[src/rtl/mem_arbiter.sv]
// mem_arbiter: shares one single-port memory between the fetch (inst) and
// mem-stage (data) requesters. At most one transaction is outstanding; data
// wins ties. Results are held in per-requester registers with done flags
// that drop once the pipeline advances.
//
// Ports
//   clk, resetn          clock, async active-low reset
//   inst_req/addr        fetch read request
//   inst_rdata/stall     held instruction word, fetch not complete
//   data_req/wr/wstrb/addr/wdata  data access request
//   data_rdata/stall     held load data, data access not complete
//   pipe_stall           0 = pipeline advances this cycle (clears done flags)
//   flush                cancels pending and unissued accesses
//   mem_*                shared memory request / handshake / read data
module mem_arbiter #(
  parameter int unsigned ADDR_W = 32
) (
  input  logic              clk,
  input  logic              resetn,
  input  logic              inst_req,
  input  logic [ADDR_W-1:0] inst_addr,
  output logic [31:0]       inst_rdata,
  output logic              inst_stall,
  input  logic              data_req,
  input  logic              data_wr,
  input  logic [3:0]        data_wstrb,
  input  logic [ADDR_W-1:0] data_addr,
  input  logic [31:0]       data_wdata,
  output logic [31:0]       data_rdata,
  output logic              data_stall,
  input  logic              pipe_stall,
  input  logic              flush,
  output logic              mem_req,
  output logic              mem_wr,
  output logic [3:0]        mem_wstrb,
  output logic [ADDR_W-1:0] mem_addr,
  output logic [31:0]       mem_wdata,
  input  logic              mem_addr_ok,
  input  logic              mem_data_ok,
  input  logic [31:0]       mem_rdata
);

  localparam logic [1:0] IDLE = 2'd0;
  localparam logic [1:0] ADDR = 2'd1;
  localparam logic [1:0] WAIT = 2'd2;

  logic [1:0] state;
  logic [1:0] stateNext;
  logic       ownerData;   // 1 = current transaction belongs to data port
  logic       discard;     // flushed after issue; drop the response
  logic       discardNext;
  logic       instDone;
  logic       dataDone;
  logic       instElig;
  logic       dataElig;
  logic       grant;
  logic       grantData;
  logic       keepResp;    // response arrives and is delivered to owner

  assign instElig   = inst_req & ~instDone;
  assign dataElig   = data_req & ~dataDone;
  assign inst_stall = inst_req & ~instDone;
  assign data_stall = data_req & ~dataDone;

  // State register.
  always_ff @(posedge clk or negedge resetn) begin
    if (!resetn) begin
      state   <= IDLE;
      discard <= 1'b0;
    end else begin
      state   <= stateNext;
      discard <= discardNext;
    end
  end

  // Next-state, grant and response decode.
  always_comb begin
    stateNext   = state;
    discardNext = discard;
    grant       = 1'b0;
    grantData   = 1'b0;
    keepResp    = 1'b0;
    case (state)
      IDLE: begin
        discardNext = 1'b0;
        if (!flush && (instElig || dataElig)) begin
          grant     = 1'b1;
          grantData = dataElig;
          stateNext = ADDR;
        end
      end
      ADDR: begin
        if (mem_addr_ok) begin
          // Accepted by memory: must run to completion even if flushed.
          stateNext = WAIT;
          if (flush) discardNext = 1'b1;
        end else if (flush) begin
          stateNext = IDLE;
        end
      end
      WAIT: begin
        if (mem_data_ok) begin
          stateNext   = IDLE;
          keepResp    = ~discard & ~flush;
          discardNext = 1'b0;
        end else if (flush) begin
          discardNext = 1'b1;
        end
      end
      default: stateNext = IDLE;
    endcase
  end

  // Memory request fields, captured at grant and held through ADDR.
  always_ff @(posedge clk or negedge resetn) begin
    if (!resetn) begin
      mem_req   <= 1'b0;
      mem_wr    <= 1'b0;
      mem_wstrb <= 4'h0;
      mem_addr  <= '0;
      mem_wdata <= 32'h0;
      ownerData <= 1'b0;
    end else begin
      mem_req <= (stateNext == ADDR);
      if (grant) begin
        ownerData <= grantData;
        if (grantData) begin
          mem_wr    <= data_wr;
          mem_wstrb <= data_wr ? data_wstrb : 4'h0;
          mem_addr  <= data_addr;
          mem_wdata <= data_wdata;
        end else begin
          mem_wr    <= 1'b0;
          mem_wstrb <= 4'h0;
          mem_addr  <= inst_addr;
          mem_wdata <= 32'h0;
        end
      end
    end
  end

  // Done flags: clearing (pipeline advance or flush) wins over setting.
  always_ff @(posedge clk or negedge resetn) begin
    if (!resetn) begin
      instDone <= 1'b0;
      dataDone <= 1'b0;
    end else begin
      if (flush || !pipe_stall)        instDone <= 1'b0;
      else if (keepResp && !ownerData) instDone <= 1'b1;
      if (flush || !pipe_stall)        dataDone <= 1'b0;
      else if (keepResp && ownerData)  dataDone <= 1'b1;
    end
  end

  // Holding registers; stores leave them untouched.
  always_ff @(posedge clk or negedge resetn) begin
    if (!resetn) begin
      inst_rdata <= 32'h0;
      data_rdata <= 32'h0;
    end else if (keepResp && !mem_wr) begin
      if (ownerData) data_rdata <= mem_rdata;
      else           inst_rdata <= mem_rdata;
    end
  end

endmodule

[config.mk]
export PLATFORM = sky130hd
export DESIGN_NAME = mem_arbiter
export DESIGN_NICKNAME = d
export VERILOG_FILES = /design/src/rtl/mem_arbiter.sv
export SDC_FILE = /design/constraint.sdc
export NUM_CORES = 1
export LEC_CHECK = 0
export ABC_CLOCK_PERIOD_IN_PS = 1710
export BUFFER_PORTS_ARGS = -buffer_cell sky130_fd_sc_hd__clkbuf_2
export CORE_MARGIN = 1.5
export CORE_UTILIZATION = 42
export DETAILED_ROUTE_END_ITERATION = 16
export PLACE_DENSITY = 0.76
export SETUP_SLACK_MARGIN = 0.05
export SLEW_MARGIN = 20
export SYNTH_ARGS = -nofsm -noshare
export SYNTH_HDL_FRONTEND = slang
export SYNTH_SLANG_ARGS = --single-unit
export TNS_END_PERCENT = 50
[constraint.sdc]
create_clock -name clk -period 1.71 [get_ports clk]
set_input_delay 0.0855 -clock clk [delete_from_list [all_inputs] [get_ports clk]]
set_output_delay 0.0855 -clock clk [all_outputs]
set_load 0.01 [all_outputs]
==> results.tsv <==
metric	value	unit
TritonCTS buffer count	17	
CP bufs+invs	3	
CP max FO	7	
CP Capture Type	flop	
hold endpoint	mem_addr[14]	
Rel. slew slack	70.6	%
CTS tree	done	
Synth top area share	59.8	%
Avg Inst Size Synth	12.3	um^2
Final setup viols	54	
post-synth design cell area	5860	um^2
Reg2Reg Setup Slack	-0.06	ns
Slowest-stage cell, CP	dfrtp_1	
Die Ht	121	um
vias in the first global route	5671	
failing checks	hold timing, setup timing	
Worst Hold Launch	inst_addr[14]	
total gr overflow	0	
global-route wire length before repair	28800	um
RSZ-0062 raised after global routing	yes	
Top FF cell, synth	dfrtp_1	
width of the die	121	um
Via Count	5480	
Antenna Nets Post-Route	0	
CP arrival	2.07	ns
Leakage	5.36	nW
largest net degree at the start of global routing	59	
Hold Path Cell Cnt	3	
Async S/R FF share, synth	100	%
Post-route DRC	0	
WL final	19900	um
Starting DRT DRC Count	298	
FMAX	0.564	GHz
CP Launch Type	flop	
Worst Reg-to-Reg Cells	8	
flip-flop and latch area	3500	um^2
Hold WS	-0.0272	ns
Syn Nets	622	
post-synthesis cell type count	27	
worst slew pin tran	0.441	ns
IO Pins	277	
outcome	finished with violations	
placeable core region	13500	um^2
routed vias/inst	5.00	
fill cell count	877	
initial core utilization	43.6	%
PwrDens	1540	nW/um^2
Syn Inst Count	477	
count leader, synth	dfrtp_1	
Routed WL per cell	18.2	um
Critical Path RT	2.01	ns
initial antenna violation count	1	
port bufs	276	
Syn. warnings	0	
RD Place Congestion	0.790	
fin. max-slew vios	0	
nets	1052	
Hold Crit Class	input pin to flop	
post-DP HPWL	10900	um
synth cell count leaders	140 x dfrtp_1, 104 x nand2_1, 37 x nand3_1, 37 x o21ai_0, 32 x mux2i_1	
reg-to-reg startpoint	state[0]	
CTS root buf	clkbuf_16	
Post-synth EDFFs	0	
maximum vdd ir drop	1120	uV
Design Power	0.0153	W
RR Endpoint	inst_rdata[0]	
Synth area leaders	dfrtp_1 60%, mux2_4 7.7%, nand2_1 6.7%	
slowest stage delay, CP	0.39	ns
Max Root-Sink Buffers	2	
worst path cell trace	inv_2 -> ha_4 -> and4bb_4 -> nand2_4 -> nor2_4 -> buf_6 -> clkbuf_16 -> mux2_4	
Pre-antenna DRT Iters	4	
CTS H-tree depth	4	
Die Footprint	14700	um^2
CP top delay family	simple AND/OR/NAND/NOR gates	
Final Util	74.0	%
layout cells sized above 1	45.7	%
Seq cells post-synth	140	
CTS clk-pin slew, worst paths	0.06	ns
sequential share of the synthesized area	59.8	%
final worst-path cycle share	104	%
num rows	42	
pre-CTS WS	-0.0407	ns
Multi-input gate area	2360	um^2
later-pin clock latency in the skew report	0.42	ns
Num Clock Sinks	140	
cell taking the most area after synthesis	dfrtp_1	
post-layout min period	1.77	ns
crit path kind	flop to flop	
max-cap viol count	0	
Final Hold Fails	1	
worst setup margin	-0.0634	ns
All-Layer GR Usage	25.6	%
Area growth syn-to-layout	69.9	%
Worst Skew	0.00777	ns
## metrics by stage
| step | setup TNS [ns] | instances | cell area (um^2) | hold slack (ns) |
|---|---|---|---|---|
| after floorplan | 0 | 477 | 5860 | -0.210 |
| final | -1.50 | 1097 | 9950 | -0.0272 |
| after detailed placement | -0.647 | 919 | 7560 | 0.0430 |
| after global routing | -8.17 | 1097 | 9950 | 0.00187 |
| after CTS | -0.00948 | 1082 | 9590 | -0.0906 |
| after global placement | -0.00621 | 919 | 7560 | 0.0388 |
## flip-flops by register name, indices dropped and copies added, names as in the netlist, 2 cells and up
| signal | cells |
|---|---|
| inst_rdata | 32 |
| state | 2 |
| mem_addr | 32 |
| data_rdata | 32 |
| mem_wstrb | 4 |
| mem_wdata | 32 |
## worst register-to-register path, stage by stage, from the launching register on
cell and delay [ns]:
dfrtp_1 0.39, inv_2 0.09, ha_4 0.13, and4bb_4 0.26, nand2_4 0.06, nor2_4 0.12, buf_6 0.14, clkbuf_16 0.17
mux2_4 0.31
## cell families after synthesis
group	Yosys count	synth area share, %
adders and majority gates	4	0.854
buffers and inverters	34	3.27
and+or+nand+nor	153	11.6
AOI/OAI and AO/OA	49	4.57
DFF	140	59.8
muxes	97	19.9
## timing repair
action | 4_1_cts | 5_1_grt
pin swaps | 0 | 3
endpoints found under the hold margin | 213 | 4
hold buffers | 125 | 4
resized for setup | 19 | 48
setup buffers | 4 | 3
cloned | 2 | 7
endpoints found under the setup margin | 42 | 130
## worst max-delay path by stage
stage	to	depth (start not counted)	slack, ns	startpoint
finish	inst_rdata[0]	8	-0.06	state[0]
floorplan	inst_rdata[21]	7	0.009	state[0]
global placement	inst_rdata[22]	7	-0.002	state[0]
CTS	inst_rdata[10]	8	-0.005	state[0]
detailed placement	inst_rdata[10]	7	-0.04	state[0]
global route	inst_rdata[0]	8	-0.14	state[0]
## placed cells by master, fill, tap and decap left out, drive strengths merged
master,count
nand3,37
nor2b,5
buf,30
a21oi,7
nand3b,1
o31ai,1
a211oi,1
o221ai,1
clkinv,5
nor2,1
diode,1
o21a,1
dfrtp,140
bufinv,4
mux2,65
nand2,105
clkbuf,298
clkinvlp,2
ha,4
nor3b,2
dlygate4sd3,129
inv,7
and3,1
mux2i,32
and4bb,1
o21ai,40
## layout make-up
| type | count | area share, % |
|---|---|---|
| Tap cell | 176 | 2.21 |
| Clock inverter | 13 | 1.90 |
| Sequential cell | 140 | 35.2 |
| Multi-Input combinational cell | 305 | 23.7 |
| Antenna cell | 1 | 0.0251 |
| Timing Repair Buffer | 438 | 32.3 |
| Inverter | 5 | 0.189 |
| Clock buffer | 19 | 4.45 |
## report_power, final
part / switching [W] / total [W] / internal (W)
combinational: 0.00281 / 0.00572 / 0.00291
sequential: 0.000927 / 0.00571 / 0.00478
clock: 0.00143 / 0.00392 / 0.00249
## metal layers
layer	global-route usage (%)	wire length, um	up-vias
li1	-	-	2492
met1	28.6	7670	2669
met2	45.1	10100	257
met3	6.02	1230	62
met4	14.3	911	0
met5	0	0	-
Power figures use the tool's default switching activity.
